===== src/rtl/alu_arbiter.sv =====
// Round-robin arbiter/sequencer sharing one external MIPSALU between two requesters.
// Optional opcode legality check enabled by defining ALU_ARB_OPCHECK_EN.
module alu_arbiter #(
  parameter int W = 32
) (
  input  logic         clock,
  input  logic         reset,
  input  logic         req0_valid,
  output logic         req0_ready,
  input  logic [3:0]   req0_ctl,
  input  logic [W-1:0] req0_a,
  input  logic [W-1:0] req0_b,
  input  logic         req1_valid,
  output logic         req1_ready,
  input  logic [3:0]   req1_ctl,
  input  logic [W-1:0] req1_a,
  input  logic [W-1:0] req1_b,
  output logic [3:0]   alu_ctl,
  output logic [W-1:0] alu_a,
  output logic [W-1:0] alu_b,
  input  logic [W-1:0] alu_out,
  input  logic         alu_zero,
  output logic         rsp_valid,
  input  logic         rsp_ready,
  output logic         rsp_id,
  output logic [W-1:0] rsp_out,
  output logic         rsp_zero,
  output logic         rsp_err
);

  typedef enum logic [1:0] {IDLE, EXEC, RESP} state_t;

  state_t       state_reg, state_next;
  logic         last_reg;
  logic [3:0]   op_ctl_reg;
  logic [W-1:0] op_a_reg, op_b_reg;
  logic         op_id_reg;
  logic         rsp_id_reg, rsp_zero_reg;
  logic [W-1:0] rsp_out_reg;
  logic         grant_any, grant_id, hs, op_illegal;

  // Under contention the requester not served last wins; otherwise whoever is valid.
  assign grant_any = req0_valid | req1_valid;
  assign grant_id  = (req0_valid & req1_valid) ? ~last_reg : req1_valid;
  assign hs        = (state_reg == IDLE) & grant_any;

`ifdef ALU_ARB_OPCHECK_EN
  logic rsp_err_reg;
  always_comb begin
    case (op_ctl_reg)
      4'd0, 4'd1, 4'd2, 4'd6, 4'd7, 4'd12: op_illegal = 1'b0;
      default:                             op_illegal = 1'b1;
    endcase
  end
  assign rsp_err = rsp_err_reg;
`else
  assign op_illegal = 1'b0;
  assign rsp_err    = 1'b0;
`endif

  always_comb begin
    state_next = state_reg;
    req0_ready = 1'b0;
    req1_ready = 1'b0;
    alu_ctl    = 4'd0;
    alu_a      = '0;
    alu_b      = '0;
    rsp_valid  = 1'b0;
    case (state_reg)
      IDLE: begin
        req0_ready = grant_any & ~grant_id;
        req1_ready = grant_any & grant_id;
        if (grant_any) state_next = EXEC;
      end
      EXEC: begin
        alu_ctl    = op_illegal ? 4'd0 : op_ctl_reg;
        alu_a      = op_a_reg;
        alu_b      = op_b_reg;
        state_next = RESP;
      end
      RESP: begin
        rsp_valid = 1'b1;
        if (rsp_ready) state_next = IDLE;
      end
      default: state_next = IDLE;
    endcase
  end

  always_ff @(posedge clock) begin
    if (reset) begin
      state_reg    <= IDLE;
      last_reg     <= 1'b1;
      op_ctl_reg   <= 4'd0;
      op_a_reg     <= '0;
      op_b_reg     <= '0;
      op_id_reg    <= 1'b0;
      rsp_id_reg   <= 1'b0;
      rsp_out_reg  <= '0;
      rsp_zero_reg <= 1'b0;
    end else begin
      state_reg <= state_next;
      if (hs) begin
        op_ctl_reg <= grant_id ? req1_ctl : req0_ctl;
        op_a_reg   <= grant_id ? req1_a   : req0_a;
        op_b_reg   <= grant_id ? req1_b   : req0_b;
        op_id_reg  <= grant_id;
        last_reg   <= grant_id;
      end
      if (state_reg == EXEC) begin
        rsp_id_reg   <= op_id_reg;
        rsp_out_reg  <= op_illegal ? '0 : alu_out;
        rsp_zero_reg <= op_illegal ? 1'b0 : alu_zero;
      end
    end
  end

`ifdef ALU_ARB_OPCHECK_EN
  always_ff @(posedge clock) begin
    if (reset)                   rsp_err_reg <= 1'b0;
    else if (state_reg == EXEC)  rsp_err_reg <= op_illegal;
  end
`endif

  assign rsp_id   = rsp_id_reg;
  assign rsp_out  = rsp_out_reg;
  assign rsp_zero = rsp_zero_reg;

endmodule


===== config.mk =====
export PLATFORM = sky130hd
export DESIGN_NAME = alu_arbiter
export DESIGN_NICKNAME = d
export VERILOG_FILES = /design/src/rtl/alu_arbiter.sv
export SDC_FILE = /design/constraint.sdc
export NUM_CORES = 1
export LEC_CHECK = 0
export ABC_CLOCK_PERIOD_IN_PS = 3000
export CAP_MARGIN = 40
export CORE_MARGIN = 5
export CORE_UTILIZATION = 40
export DETAILED_ROUTE_END_ITERATION = 16
export PLACE_DENSITY = 0.83
export SLEW_MARGIN = 40
export SYNTH_ARGS = -nofsm -noshare
export SYNTH_HDL_FRONTEND = slang
export SYNTH_SLANG_ARGS = --single-unit

===== constraint.sdc =====
create_clock -name clock -period 3 [get_ports clock]
set_input_delay 0.6 -clock clock [delete_from_list [all_inputs] [get_ports clock]]
set_output_delay 0.6 -clock clock [all_outputs]
set_load 0.02 [all_outputs]

# Word level (Yosys, flattened, before mapping)
# Index checks and enable logic that the tools add are counted.
dict set report word_totals {
  regBits 106
  inputBits 174
  word_cells 35
}
dict set report classes {
  n_eq_ne 4
  n_mux 13
  bitwise 7
  reduce_logical 2
}
# op n
set ops {}
lappend ops {{2-to-1 mux 32 bit} 4}
lappend ops {{2-to-1 mux 4 bit} 2}
lappend ops {{one-hot mux 2 bit (3 select lines)} 1}
lappend ops {{AND 1 bit} 4}
lappend ops {{2-to-1 mux 1 bit} 4}
lappend ops {{2-to-1 mux 2 bit} 2}
lappend ops {{!= test 2 bit, second input constant} 2}
lappend ops {{== test 2 x 1 -> 1 bit, second input constant} 1}
lappend ops {{== test 2 bit, second input constant} 1}
lappend ops {{zero test 2 bit} 1}
lappend ops {{inverter 1 bit} 2}
lappend ops {{AND reduction 2 bit} 1}
lappend ops {{bitwise OR 1 bit} 1}

# Depth between registers and ports, before layout
dict set report logic_depth {
  ltp_word 5
  mapped_depth 6
  ltp_nobuf 4
}

# Least setup slack after synthesis
# No wires, ideal clock.
dict set report synth_path {
  path_type {input port to output port}
  from {input req0_valid}
  to {output req0_ready}
  arrival_time_ps 1362
  setup_slack_ps 1038
  stages 4
  path_cell_list {buf_6 -> a21boi_4 -> clkbuf_1 -> nor2_1}
}
dict set report synth_between {
  elab_chain_cells 5
  word_cells_on_any_way 6
}
# item line
set synth_rtl {}
lappend synth_rtl {{start: declaration} 8} ;# input logic req0_valid,
lappend synth_rtl {{AND 1 bit} 44} ;# assign grant_id = (req0_valid & req1_valid) ? ~last_reg : req1_valid;
lappend synth_rtl {{2-to-1 mux 1 bit} 44}
lappend synth_rtl {{inverter 1 bit} 71} ;# req0_ready = grant_any & ~grant_id;
lappend synth_rtl {{AND 1 bit (*)} 71}
lappend synth_rtl {{2-to-1 mux 1 bit (*)} 69} ;# case (state_reg)
lappend synth_rtl {{end: declaration} 9} ;# output logic req0_ready,
# Mark *: on every way between the ends. The rest lies on a longest branch, timed or not.

# Worst setup path after layout
dict set report layout_path {
  from {input req1_valid}
  to {output req1_ready}
}
dict set report layout_between {
  elab_chain_cells 4
  word_cells_on_any_way 5
}
# item line
set layout_rtl {}
lappend layout_rtl {{start: declaration} 13} ;# input logic req1_valid,
lappend layout_rtl {{AND 1 bit} 44}
lappend layout_rtl {{2-to-1 mux 1 bit} 44}
lappend layout_rtl {{AND 1 bit (*)} 72} ;# req1_ready = grant_any & grant_id;
lappend layout_rtl {{2-to-1 mux 1 bit (*)} 69}
lappend layout_rtl {{end: declaration} 14} ;# output logic req1_ready,
# Marks and branches as above.

==> impl_metrics.tcl <==
set metrics [dict create \
    status "complete, no violations" \
    ys.flop_type "dfxtp_1" \
    insertion_delay_ns 0.35 \
    dp_slack_ns 0.134 \
    drt_iter0_drc 388 \
    drive_gt1_share_pct 4.55 \
    antenna_found_initial 0 \
    row_count 40 \
    hold_end "rsp_out[21]$_SDFFE_PP0N_" \
    post-synth-top-area-cell "dfxtp_1" \
    cts_buffers 9 \
    worst_setup_path_end_kind "primary output" \
    hold_buffers 0 \
    synth_compound_area_share_pct 20.8 \
    core-area_sq_um 12100 \
    final_cells 1048 \
    wl_per_cell_um 17.5 \
    netlist_instances 646 \
    final-setup-viol-count 0 \
    routed_via_density 5.48 \
    die_area_sq_um 14800 \
    slew_violations 0 \
    ys_warn_count 0 \
    cts_buffer_depth 2 \
    fmax_mhz 348 \
    r2r_slack_ns 1.26 \
    fin_crit_ns 2.87 \
    synth-xor-area-share_pct 0 \
    postRouteAntennaNets 0 \
    crit_fanout 5 \
    place.gp.congestion 0.819 \
    dr.pass1.iters 4 \
    clk_pin_slew_ns 0.07 \
    cts_resized 0 \
    synth_area_leaders "dfxtp_1 (43%), and2_1 (8.6%), nand2_1 (8.0%)" \
    r2r-start "state_reg[1]$_SDFFE_PP0P_" \
    grt_pass1_wl_um 27700 \
    async_flop_share_pct 0 \
    post-cts-setup-buffer-count 0 \
    hpwlAfterDp_um 12500 \
    final_cell_mix "clkdlybuf4s50_1 (276), nand2_1 (106), dfxtp_1 (106)" \
    whs_path_depth 2 \
    synth_top_area_share_pct 42.7 \
    ioPinCount 280 \
    n_antenna_cell 0 \
    grt_max_degree 61 \
    min_from "rsp_out[21]$_SDFFE_PP0N_" \
    path_class "in -> out" \
    required_ns 2.40 \
    placedCellCount 1032 \
    synthAdderAreaFrac_pct 0 \
    drt_wl_total_um 18300 \
    mostFrequentLayoutCell "clkdlybuf4s50_1" \
    tritoncts "yes" \
    vdd_ir_drop_max_mv 0.235 \
    routed-via-count 5739 \
    power.leakage_nw 2.84 \
    synth_seq_area_share_pct 42.7 \
    cts_sinks 106 \
    nets 1049 \
    grt_use_total_pct 23.4 \
    area_growth_pct 62.2 \
    tightest_slew_ns 0.607 \
    cap_violations 0 \
    post-route-period-util_pct 95.7 \
    grt_pass1_vias 5408 \
    yosys.area_share.simple_pct 29.3 \
    hold_path.class "reg -> reg" \
    maxSlewHeadroom_pct 59.4 \
    synth_top_family_by_area "simple AND/OR/NAND/NOR gates" \
    synth_edf_count 0 \
    power_density_nw_per_um2 461 \
    worstPathArrival_ns 2.27 \
    crit_start "req1_valid" \
    die_h_um 121 \
    netlist_area_sq_um 4970 \
    fin_ws_ns 0.129 \
    ys_types 26 \
    ys_seq_elements 106 \
    syn_area_per_cell_sq_um 7.70 \
    route.detailed.drc 0 \
    hold_violations 0 \
    io_buffers 278 \
    muxShareOfSynthArea_pct 0 \
    reg2reg_depth 4 \
    crit_path_start_kind "primary input" \
    r2r-end "op_a_reg[17]$_SDFFE_PP0P_" \
    synth_fp_nets 820 \
    finalSetupTns_ns 0 \
    clk_root_buffer_cell "clkbuf_16" \
    grt_overflow_total 0 \
    start_util_pct 41.1 \
    die-width_um 121 \
    finClkSkew_ns 0.00636 \
    rsz0062_at_grt "false" \
    h-tree-depth 3 \
]
[critical path: stages]
cell             delay, ns
clkdlybuf4s50_1       0.60
a21boi_4              0.26
nand2_1               0.09
inv_1                 0.09
clkdlybuf4s50_1       0.63
[cell families (layout without fill, tap and decap cells)]
| kind of cell | after synthesis | in the layout |
|---|---|---|
| compound gates | 176 | 176 |
| buf+inv | 77 | 311 |
| other cells | 1 | 1 |
| flops | 106 | 106 |
| simple gates | 286 | 286 |
[final cells by class]
| type | instances | area [sq um] |
|---|---|---|
| fill | 1046 | 4050 |
| timing repair buffer | 294 | 2930 |
| multi-input combinational | 463 | 2520 |
| sequential | 106 | 2120 |
| clock buffer | 11 | 243 |
| tap | 168 | 210 |
| clock inverter | 5 | 36.3 |
| inverter | 1 | 3.75 |
[worst max-delay path by stage]
stage	end	slack, ns
after global placement	req1_ready	0.16
after floorplan	req0_ready	1.04
final	req1_ready	0.13
after CTS	req1_ready	0.13
after global routing	req1_ready	0.05
after detailed placement	req1_ready	0.13
[cells in the mapped netlist (3+ instances only)]
cell / instances
dfxtp_1: 106
nand2_1: 106
and2_1: 68
a21oi_1: 54
o21ai_0: 51
a31oi_1: 50
nand3_1: 50
nand4_1: 50
clkbuf_1: 44
buf_2: 21
a311oi_1: 18
buf_4: 8
nand2b_1: 3
nor2_1: 3
[per-layer routing]
| layer | GRT usage (%) | vias to the layer above | share of wire [%] |
|---|---|---|---|
| met5 | 0 | - | 0 |
| met3 | 8.07 | 31 | 11 |
| met2 | 38.5 | 270 | 47 |
| met4 | 9.17 | 0 | 2.6 |
| met1 | 28.1 | 2686 | 40 |
| li1 | - | 2752 | - |
[report_power, final]
group | switching (mW) | internal, mW | total (mW)
clock network | 0.537 | 0.591 | 1.13
logic | 0.512 | 0.483 | 0.995
registers | 0.0599 | 1.54 | 1.60
[per-stage QoR]
stage / power, mW / area (sq um) / util [%] / hold slack (ns)
floorplan: 2.14 / 4970 / - / 0.428
global placement: 2.61 / 7790 / 64.3 / 0.441
detailed placement: 2.62 / 7790 / 64.3 / 0.445
CTS: 3.75 / 8070 / 66.6 / 0.455
global route: 3.89 / 8070 / 66.6 / 0.470
finish: 3.72 / 8070 / 66.6 / 0.453
Power figures use the tool's default switching activity.
